$ cat src/rtl/puf_pkg.sv
// Shared types and timing constants for the ring-oscillator PUF controller.
package puf_pkg;

    localparam int unsigned CLR_CYC    = 2;
    localparam int unsigned SETTLE_CYC = 3;
    localparam int unsigned TMR_W      = 16;

    typedef enum logic [2:0] {
        ST_IDLE    = 3'd0,
        ST_CLEAR   = 3'd1,
        ST_RUN     = 3'd2,
        ST_SETTLE  = 3'd3,
        ST_CAPTURE = 3'd4,
        ST_DONE    = 3'd5
    } puf_state_e;

    // Cycles spent on one response bit for a given oscillator window.
    function automatic int unsigned bit_period(input int unsigned window);
        return window + CLR_CYC + SETTLE_CYC + 1;
    endfunction

endpackage

$ cat src/rtl/puf_cnt_sync.sv
// Two-flop vector synchronizer for oscillator counts; counts are frozen
// while this settles, so no per-bit coherency scheme is needed.
module puf_cnt_sync #(
    parameter int unsigned W = 8
) (
    input  logic         clk,
    input  logic         rst_n,
    input  logic [W-1:0] d,
    output logic [W-1:0] q
);

    logic [W-1:0] meta_q;

    // Two-stage capture of the oscillator-domain count.
    always_ff @(posedge clk or negedge rst_n) begin
        if (!rst_n) begin
            meta_q <= '0;
            q      <= '0;
        end else begin
            meta_q <= d;
            q      <= meta_q;
        end
    end

endmodule

$ cat src/rtl/puf_challenge_ctrl.sv
// Challenge sequencer for the RO PUF: clear, run, settle and compare the
// two oscillator banks once per challenge, assembling an N_BITS response.
module puf_challenge_ctrl
    import puf_pkg::*;
#(
    parameter int unsigned CHAL_W = 4,
    parameter int unsigned CNT_W  = 8,
    parameter int unsigned WINDOW = 64,
    parameter int unsigned N_BITS = 16
) (
    input  logic              clk,
    input  logic              rst_n,
    input  logic              start,
    input  logic              abort,
    input  logic [CHAL_W-1:0] seed,
    input  logic [CNT_W-1:0]  count_a,
    input  logic [CNT_W-1:0]  count_b,
    output logic [CHAL_W-1:0] chal,
    output logic              osc_en,
    output logic              cnt_clr,
    output logic              busy,
    output logic [N_BITS-1:0] resp,
    output logic              resp_valid
);

    localparam int unsigned K_W = (N_BITS > 1) ? $clog2(N_BITS) : 1;

    puf_state_e        state_q, state_d;
    logic [TMR_W-1:0]  tmr_q, tmr_d;
    logic [K_W-1:0]    k_q, k_d;
    logic [CHAL_W-1:0] chal_d;
    logic [N_BITS-1:0] resp_d;
    logic              osc_en_d, cnt_clr_d, busy_d, resp_valid_d;
    logic [CNT_W-1:0]  cnt_a_s, cnt_b_s;
    logic              a_gt_b_c;

    puf_cnt_sync #(.W(CNT_W)) u_sync_a (
        .clk   (clk),
        .rst_n (rst_n),
        .d     (count_a),
        .q     (cnt_a_s)
    );

    puf_cnt_sync #(.W(CNT_W)) u_sync_b (
        .clk   (clk),
        .rst_n (rst_n),
        .d     (count_b),
        .q     (cnt_b_s)
    );

    // Strict greater-than: a tie yields a 0 response bit.
    assign a_gt_b_c = (cnt_a_s > cnt_b_s);

    // State, timer, index and registered outputs.
    always_ff @(posedge clk or negedge rst_n) begin
        if (!rst_n) begin
            state_q    <= ST_IDLE;
            tmr_q      <= '0;
            k_q        <= '0;
            chal       <= '0;
            resp       <= '0;
            osc_en     <= 1'b0;
            cnt_clr    <= 1'b0;
            busy       <= 1'b0;
            resp_valid <= 1'b0;
        end else begin
            state_q    <= state_d;
            tmr_q      <= tmr_d;
            k_q        <= k_d;
            chal       <= chal_d;
            resp       <= resp_d;
            osc_en     <= osc_en_d;
            cnt_clr    <= cnt_clr_d;
            busy       <= busy_d;
            resp_valid <= resp_valid_d;
        end
    end

    // Next state and next output values; outputs describe the next cycle.
    always_comb begin
        state_d      = state_q;
        tmr_d        = tmr_q;
        k_d          = k_q;
        chal_d       = chal;
        resp_d       = resp;
        osc_en_d     = 1'b0;
        cnt_clr_d    = 1'b0;
        busy_d       = 1'b1;
        resp_valid_d = 1'b0;

        case (state_q)
            ST_IDLE: begin
                busy_d = 1'b0;
                if (start) begin
                    state_d   = ST_CLEAR;
                    chal_d    = seed;
                    k_d       = '0;
                    resp_d    = '0;
                    tmr_d     = TMR_W'(CLR_CYC - 1);
                    cnt_clr_d = 1'b1;
                    busy_d    = 1'b1;
                end
            end
            ST_CLEAR: begin
                if (tmr_q == '0) begin
                    state_d  = ST_RUN;
                    tmr_d    = TMR_W'(WINDOW - 1);
                    osc_en_d = 1'b1;
                end else begin
                    tmr_d     = tmr_q - TMR_W'(1);
                    cnt_clr_d = 1'b1;
                end
            end
            ST_RUN: begin
                if (tmr_q == '0) begin
                    state_d = ST_SETTLE;
                    tmr_d   = TMR_W'(SETTLE_CYC - 1);
                end else begin
                    tmr_d    = tmr_q - TMR_W'(1);
                    osc_en_d = 1'b1;
                end
            end
            ST_SETTLE: begin
                if (tmr_q == '0) begin
                    state_d = ST_CAPTURE;
                end else begin
                    tmr_d = tmr_q - TMR_W'(1);
                end
            end
            ST_CAPTURE: begin
                // resp was zeroed at start, so OR-ing the new bit in is enough.
                resp_d = resp | (N_BITS'(a_gt_b_c) << k_q);
                if (k_q == K_W'(N_BITS - 1)) begin
                    state_d      = ST_DONE;
                    resp_valid_d = 1'b1;
                end else begin
                    state_d   = ST_CLEAR;
                    k_d       = k_q + K_W'(1);
                    chal_d    = chal + CHAL_W'(1);
                    tmr_d     = TMR_W'(CLR_CYC - 1);
                    cnt_clr_d = 1'b1;
                end
            end
            ST_DONE: begin
                state_d = ST_IDLE;
                busy_d  = 1'b0;
            end
            default: begin
                state_d = ST_IDLE;
                busy_d  = 1'b0;
            end
        endcase

        // Abort cancels everything except the partial response and challenge.
        if (abort && (state_q != ST_IDLE)) begin
            state_d      = ST_IDLE;
            tmr_d        = tmr_q;
            k_d          = k_q;
            chal_d       = chal;
            resp_d       = resp;
            osc_en_d     = 1'b0;
            cnt_clr_d    = 1'b0;
            busy_d       = 1'b0;
            resp_valid_d = 1'b0;
        end
    end

endmodule

$ cat config.mk
export PLATFORM = sky130hd
export DESIGN_NAME = puf_challenge_ctrl
export DESIGN_NICKNAME = d
export VERILOG_FILES = /design/src/rtl/puf_pkg.sv /design/src/rtl/puf_cnt_sync.sv /design/src/rtl/puf_challenge_ctrl.sv
export SDC_FILE = /design/constraint.sdc
export NUM_CORES = 1
export LEC_CHECK = 0
export ABC_AREA = 1
export BUFFER_PORTS_ARGS = -buffer_cell sky130_fd_sc_hd__clkbuf_2
export CAP_MARGIN = 5
export CORE_ASPECT_RATIO = 1.75
export CORE_UTILIZATION = 30
export CTS_CLUSTER_SIZE = 8
export DETAILED_ROUTE_END_ITERATION = 7
export PLACE_DENSITY = 0.45
export RECOVER_POWER = 100
export SYNTH_ARGS = -nofsm -noshare
export SYNTH_HDL_FRONTEND = slang
export SYNTH_SLANG_ARGS = --single-unit
$ cat constraint.sdc
create_clock -name clk -period 1.65 [get_ports clk]
set_input_delay 0.0825 -clock clk [delete_from_list [all_inputs] [get_ports clk]]
set_output_delay 0.0825 -clock clk [all_outputs]
set_load 0.005 [all_outputs]
# Word level (Yosys, flattened, before mapping)
# Index checks and enable logic that the tools add are counted.
[classes]
n_addsub = 3
order_cmp = 1
eq_ne = 12
n_shift = 1
muxes = 34
n_bitwise = 2
n_reduce_logical = 11
[ops]
columns = ["cell", "n"]
rows = [
  ["16-bit 2-to-1 mux", 6],
  ["16-bit one-hot mux with 5 select lines", 1],
  ["16-bit one-hot mux with 2 select lines", 1],
  ["3-bit 2-to-1 mux", 6],
  ["16-bit logical NOT", 1],
  ["4-bit 2-to-1 mux", 4],
  ["16-bit bitwise OR", 1],
  ["4-bit one-hot mux with 2 select lines", 2],
  ["1-bit by 4-bit left shift with 16-bit output", 1],
  ["16-bit by 1-bit subtractor with 16-bit output, second input constant", 1],
  ["3-bit one-hot mux with 5 select lines", 1],
  ["3-bit inequality test, second input constant", 4],
  ["1-bit 2-to-1 mux", 10],
  ["4-bit by 1-bit adder with 4-bit output, second input constant", 2],
  ["8-bit > comparator", 1],
  ["4-bit AND reduction", 2],
  ["3-bit by 2-bit == test with 1-bit output, second input constant", 2],
  ["2-bit inequality test, second input constant", 3],
  ["5-bit AND reduction", 1],
  ["5-bit nonzero test", 1],
  ["4-bit == test, second input constant", 1],
  ["1-bit one-hot mux with 2 select lines", 2],
  ["4-bit OR reduction", 1],
  ["3-bit by 1-bit == test with 1-bit output, second input constant", 1],
  ["8 further kinds", 8],
]
[word_totals]
regBits = 79
inputBits = 24
output_inout_bits = 24
wordCells = 77

# Longest topological paths before layout
[logic_depth]
word_depth = 4
ltp_mapped = 13
depth_no_buf = 13

# Cells and area by module
# From an unflattened synthesis, not the netlist that was laid out.
[unflattened]
hier_cells = 416
hier_area_um2 = 3662.3
[modules_own_cells]
columns = ["mod", "instances", "cells_each", "area_each_um2", "seq_area_each_um2"]
rows = [
  ["puf_challenge_ctrl", 1, 384, 2861.5, 1176.1],
  ["puf_cnt_sync", 2, 16, 400.4, 400.4],
]

# Least setup slack after synthesis
# OpenSTA, ideal clock, no wires.
[synth_timing]
path_kind = "reg2reg"
from = "register tmr_q[0]"
to = "register tmr_q[0]"
setup_time_ps = 126
arrival_time_ps = 1575
required_ps = 1524
slack_ps = -51
path_stages_with_launch = 13
path_buffers = 1
synth_period_minus_slack_ps = 1701
cell_sequence = "dfrtp_1 > inv_1 > ha_1 > nand2_2 > nor2_4 > nand3_2 > nor2_1 > nand2_1 > nand2_4 > inv_4 > buf_6 > nor2_1 > a21oi_2"
[synth_via]
elab_chain_len = 3
word_cells_on_any_way = 8
classes_between = "1 x add/sub; 1 x eq/ne; 4 x mux; 2 x reduce/logical"
[synth_rtl]
columns = ["item", "line_no", "source"]
rows = [
  ["start, declared", "puf_challenge_ctrl.sv:29", "logic [TMR_W-1:0] tmr_q, tmr_d;"],
  ["start signal, assigned", "puf_challenge_ctrl.sv:68", "tmr_q <= tmr_d;"],
  ["16-bit by 1-bit subtractor with 16-bit output or 16-bit logical NOT (tied branches)", "n/a", ""],
  ["16-bit 2-to-1 mux, or another cell as far along", "puf_challenge_ctrl.sv:124", "if (tmr_q == '0) begin"],
  ["16-bit one-hot mux with 5 select lines or 5-bit AND reduction (tied branches)", "n/a", ""],
]
# Parallel ways exist; a longest one is shown, timed or not. The select of a mux whose other input is x is not followed.
# A chain may end at the register's enable or synchronous reset.

# Final worst setup path
[layout_timing]
from = "register tmr_q[2]"
to = "register tmr_q[5]"
# The elaborated chain is that of the path after synthesis.

==> results.toml <==
[pwr]
switching_power_w = 0.003332
power_leakage_nw = 2.704
p_per_area_nw_per_um2 = 1633
power_frac_seq_pct = 27.8
finalPower_w = 0.008852
p_clk_share_pct = 22.7
vdd_drop_max_mv = 0.7831
internal_power_w = 0.005520
sw_frac_of_total_pct = 37.64
pwr-share-comb_pct = 49.5

[timing]
setup_ws_ns = -0.06443
slew_viol_final = 0
fin_crit_sh_pct = 103.9
setup-violations-final = 14
fin_skew_ns = 0.007416
worstMarginPinSlew_ns = 1.024
min_period_ns = 1.714
rsz0062_at_grt = "true"
final_hold_viol_count = 0
max_slew_margin_pct = 31.70
fmax_mhz = 583.3

[setup_path]
cpMaxStageDelayCell = "dfrtp_2"
endpoint_kind = "register"
r2r_end = "tmr_q[5]$_DFFE_PN0P_"
required_ns = 1.87
path_cells = "nor2_4, nand2_4, nor2_4, nand3_4, nor2_2, nand2_2, nand2_8, buf_12, inv_8, o211ai_2, o21ai_1"
reg2reg_setup_slack_ns = -0.06
reg2reg_from = "tmr_q[2]$_DFFE_PN0P_"
endpoint = "tmr_q[5]$_DFFE_PN0P_"
start_kind = "register"
worst_path_most_repeated_cell = "nor2_4"
arrival_ns = 1.94
critPathMaxStageDelay_ns = 0.46
critPathKind = "register to register"
startpoint = "tmr_q[2]$_DFFE_PN0P_"
worstPathMaxFanout = 7
r2r_cells = 11

[status]
violations = "setup timing"
outcome = "finished, violations left"

[final_layout]
synthToLayoutAreaGrowth_pct = 49.43
drive_gt1_share_pct = 40.04
antenna_cells = 0
nets = 587
multi_input_area_um2 = 1642
post-route-util_pct = 46.54
fillCellCount = 1123
regArea_um2 = 1981

[yosys]
avgSynthCellArea_um2 = 9.023
synth_nets = 437
yosys_warnings = 0
ys_types = 38
ys_ff_latch = 79
synthesis.area_um2 = 3627
ys_seq_area_share_pct = 54.50
synth_cells = 402

[floorplanning]
start_util_pct = 31.15
io_pins = 48
dieArea_um2 = 12550
die_h_um = 147.5
core_area_um2 = 11650
dieWidth_um = 85.12
num_rows = 52

[flow_run]
cap_violations = 0

[routing]
viasPerCell = 4.545
num_vias = 3145
wl_per_cell_um = 12.69
drc = 0
drtAntennaViolNets = 0
first_pass_iters = 4
drtIter0Drc = 81
drt-total-wl_um = 8783

[global_routing]
grt_use_total_pct = 15.04
grt_max_degree = 43
antenna_found_initial = 0
grt_pass1_vias = 3210
grt_pass1_wl_um = 14420
gr-total-overflow = 0

[clock_network]
clk_pin_slew_ns = 0.06
tritoncts = "done"
cts_made_buffers = 9
clk_latency_ns = 0.34
clkSinkCount = 79
cts-root-buf = "clkbuf_16"
htree_num_levels = 3
clockBufferDepth = 2

[min_path]
min_path_type = "primary input to register"
min_from = "seed[3]"

[placed_design]
numPortBuffers = 47
hpwl_um = 6297
place_congestion = 0.7526
## logic make-up after synthesis
group	count (synthesis)	share of synthesized area, %
XOR/XNOR	7	1.690
flip-flops	79	54.50
buffers and inverters	68	7.485
adder cells (fa/ha/maj)	11	3.794
AND/OR/NAND/NOR	183	24.32
AO/OA/AOI/OAI	54	8.210
## area by class of cell
class                      instances  share of cell area, %
sequential                        79                  36.54
multi-input combinational        255                  30.29
timing repair buffer             142                  19.51
inverter                          64                  4.709
clock buffer                      10                  4.409
tap                              135                  3.116
clock inverter                     6                  1.223
timing repair inverter             1                 0.2078
## layout by cell type (no fill, tap or decap), drive strengths merged
cell type and n:
buf 74, clkbuf 59, o31ai 1, dlygate4sd3 19, o211ai 2, a22oi 1
clkinv 4, a21o 1, nand2 82, a31oi 1, nor3 8, nor3b 1
a21oi 22, or2 2, a21boi 1, bufinv 1, nand3 28, nor2 55
xor2 6, xnor2 1, nand3b 1, nand4 6, o21bai 1, o21ai 24
ha 11, inv 66, dfrtp 79
## metrics by stage
| stage | setup TNS (ns) | hold WS, ns | cell area, um^2 | worst slack (ns) | cells |
|---|---|---|---|---|---|
| finish | -0.3860 | 0.04812 | 5420 | -0.06443 | 692 |
| detailed placement | -2.073 | 0.1107 | 4492 | -0.1665 | 638 |
| CTS | -0.2529 | 0.02996 | 5155 | -0.04332 | 683 |
| global route | -3.951 | 0.06748 | 5420 | -0.1654 | 692 |
| global placement | -1.405 | 0.1093 | 4492 | -0.1426 | 638 |
| floorplan | -0.01894 | -0.2131 | 3640 | -0.01894 | 402 |
## sequential cells by signal, summed over array words and instances (netlist names)
signal	count
resp	16
tmr_q	16
u_sync_a.meta_q	8
u_sync_a.q	8
u_sync_b.meta_q	8
u_sync_b.q	8
chal	4
k_q	4
state_q	3
busy	1
cnt_clr	1
osc_en	1
resp_valid	1
## power by group through the flow
stage / sequential, W / combinational, W / clock, W
detailed placement: 0.00248 / 0.00338 / 0
floorplan: 0.00248 / 0.00191 / 0
global placement: 0.00248 / 0.00335 / 0
CTS: 0.00246 / 0.00381 / 0.00209
finish: 0.00246 / 0.00438 / 0.00201
global route: 0.00250 / 0.00481 / 0.00217
## repair_timing
item / 4_1_cts / 5_1_grt
endpoints found under the setup margin: 34 / 41
gates cloned: 0 / 1
hold buffers: 19 / 0
buffers inserted: 10 / 8
pin swaps: 14 / 20
hold endpoints to repair: 58 / 0
resized for setup: 25 / 62
## metal layers
layer	global-route usage [%]	share of wire (%)
met5	0	0
met4	5.424	2.1
met3	3.853	2.3
met2	29.44	58
met1	14.80	38
## synthesized netlist by cell type (all sizes together)
library cell  instances  share of area (%)
nand2                82                9.7
dfrtp                79                 55
inv                  63                6.6
nor2                 55                6.9
nand3                28                4.3
o21ai                24                3.3
a21oi                22                3.1
ha                   11                3.8
nor3                  8                1.7
nand4                 6                1.0
xor2                  6                1.4
buf                   3               0.66
o211ai                2               0.55
or2                   2               0.34
a21boi                1               0.21
a21o                  1               0.21
a22oi                 1               0.21
a31oi                 1               0.17
clkbuf                1               0.10
clkinv                1               0.14
nand3b                1               0.21
nor3b                 1               0.21
o21bai                1               0.21
o31ai                 1               0.21
xnor2                 1               0.24
## worst max-delay path, delay by kind of cell (launching register included)
kind                   cells  cell delay, ns
AND/OR/NAND/NOR            7            0.84
flip-flops                 1            0.46
buffers and inverters      2            0.16
AO/OA/AOI/OAI              2            0.13
## worst min path at each step
stage / end / depth (start not counted)
after global routing: chal[3]$_DFFE_PN0P_ / 3
final: chal[3]$_DFFE_PN0P_ / 3
after CTS: chal[3]$_DFFE_PN0P_ / 3
after detailed placement: u_sync_b.meta_q[7]$_DFF_PN0_ / 1
after floorplan: busy$_DFF_PN0_ / 0
after global placement: u_sync_b.q[7]$_DFF_PN0_ / 1
No activity file was read; power rests on OpenSTA's default activity.
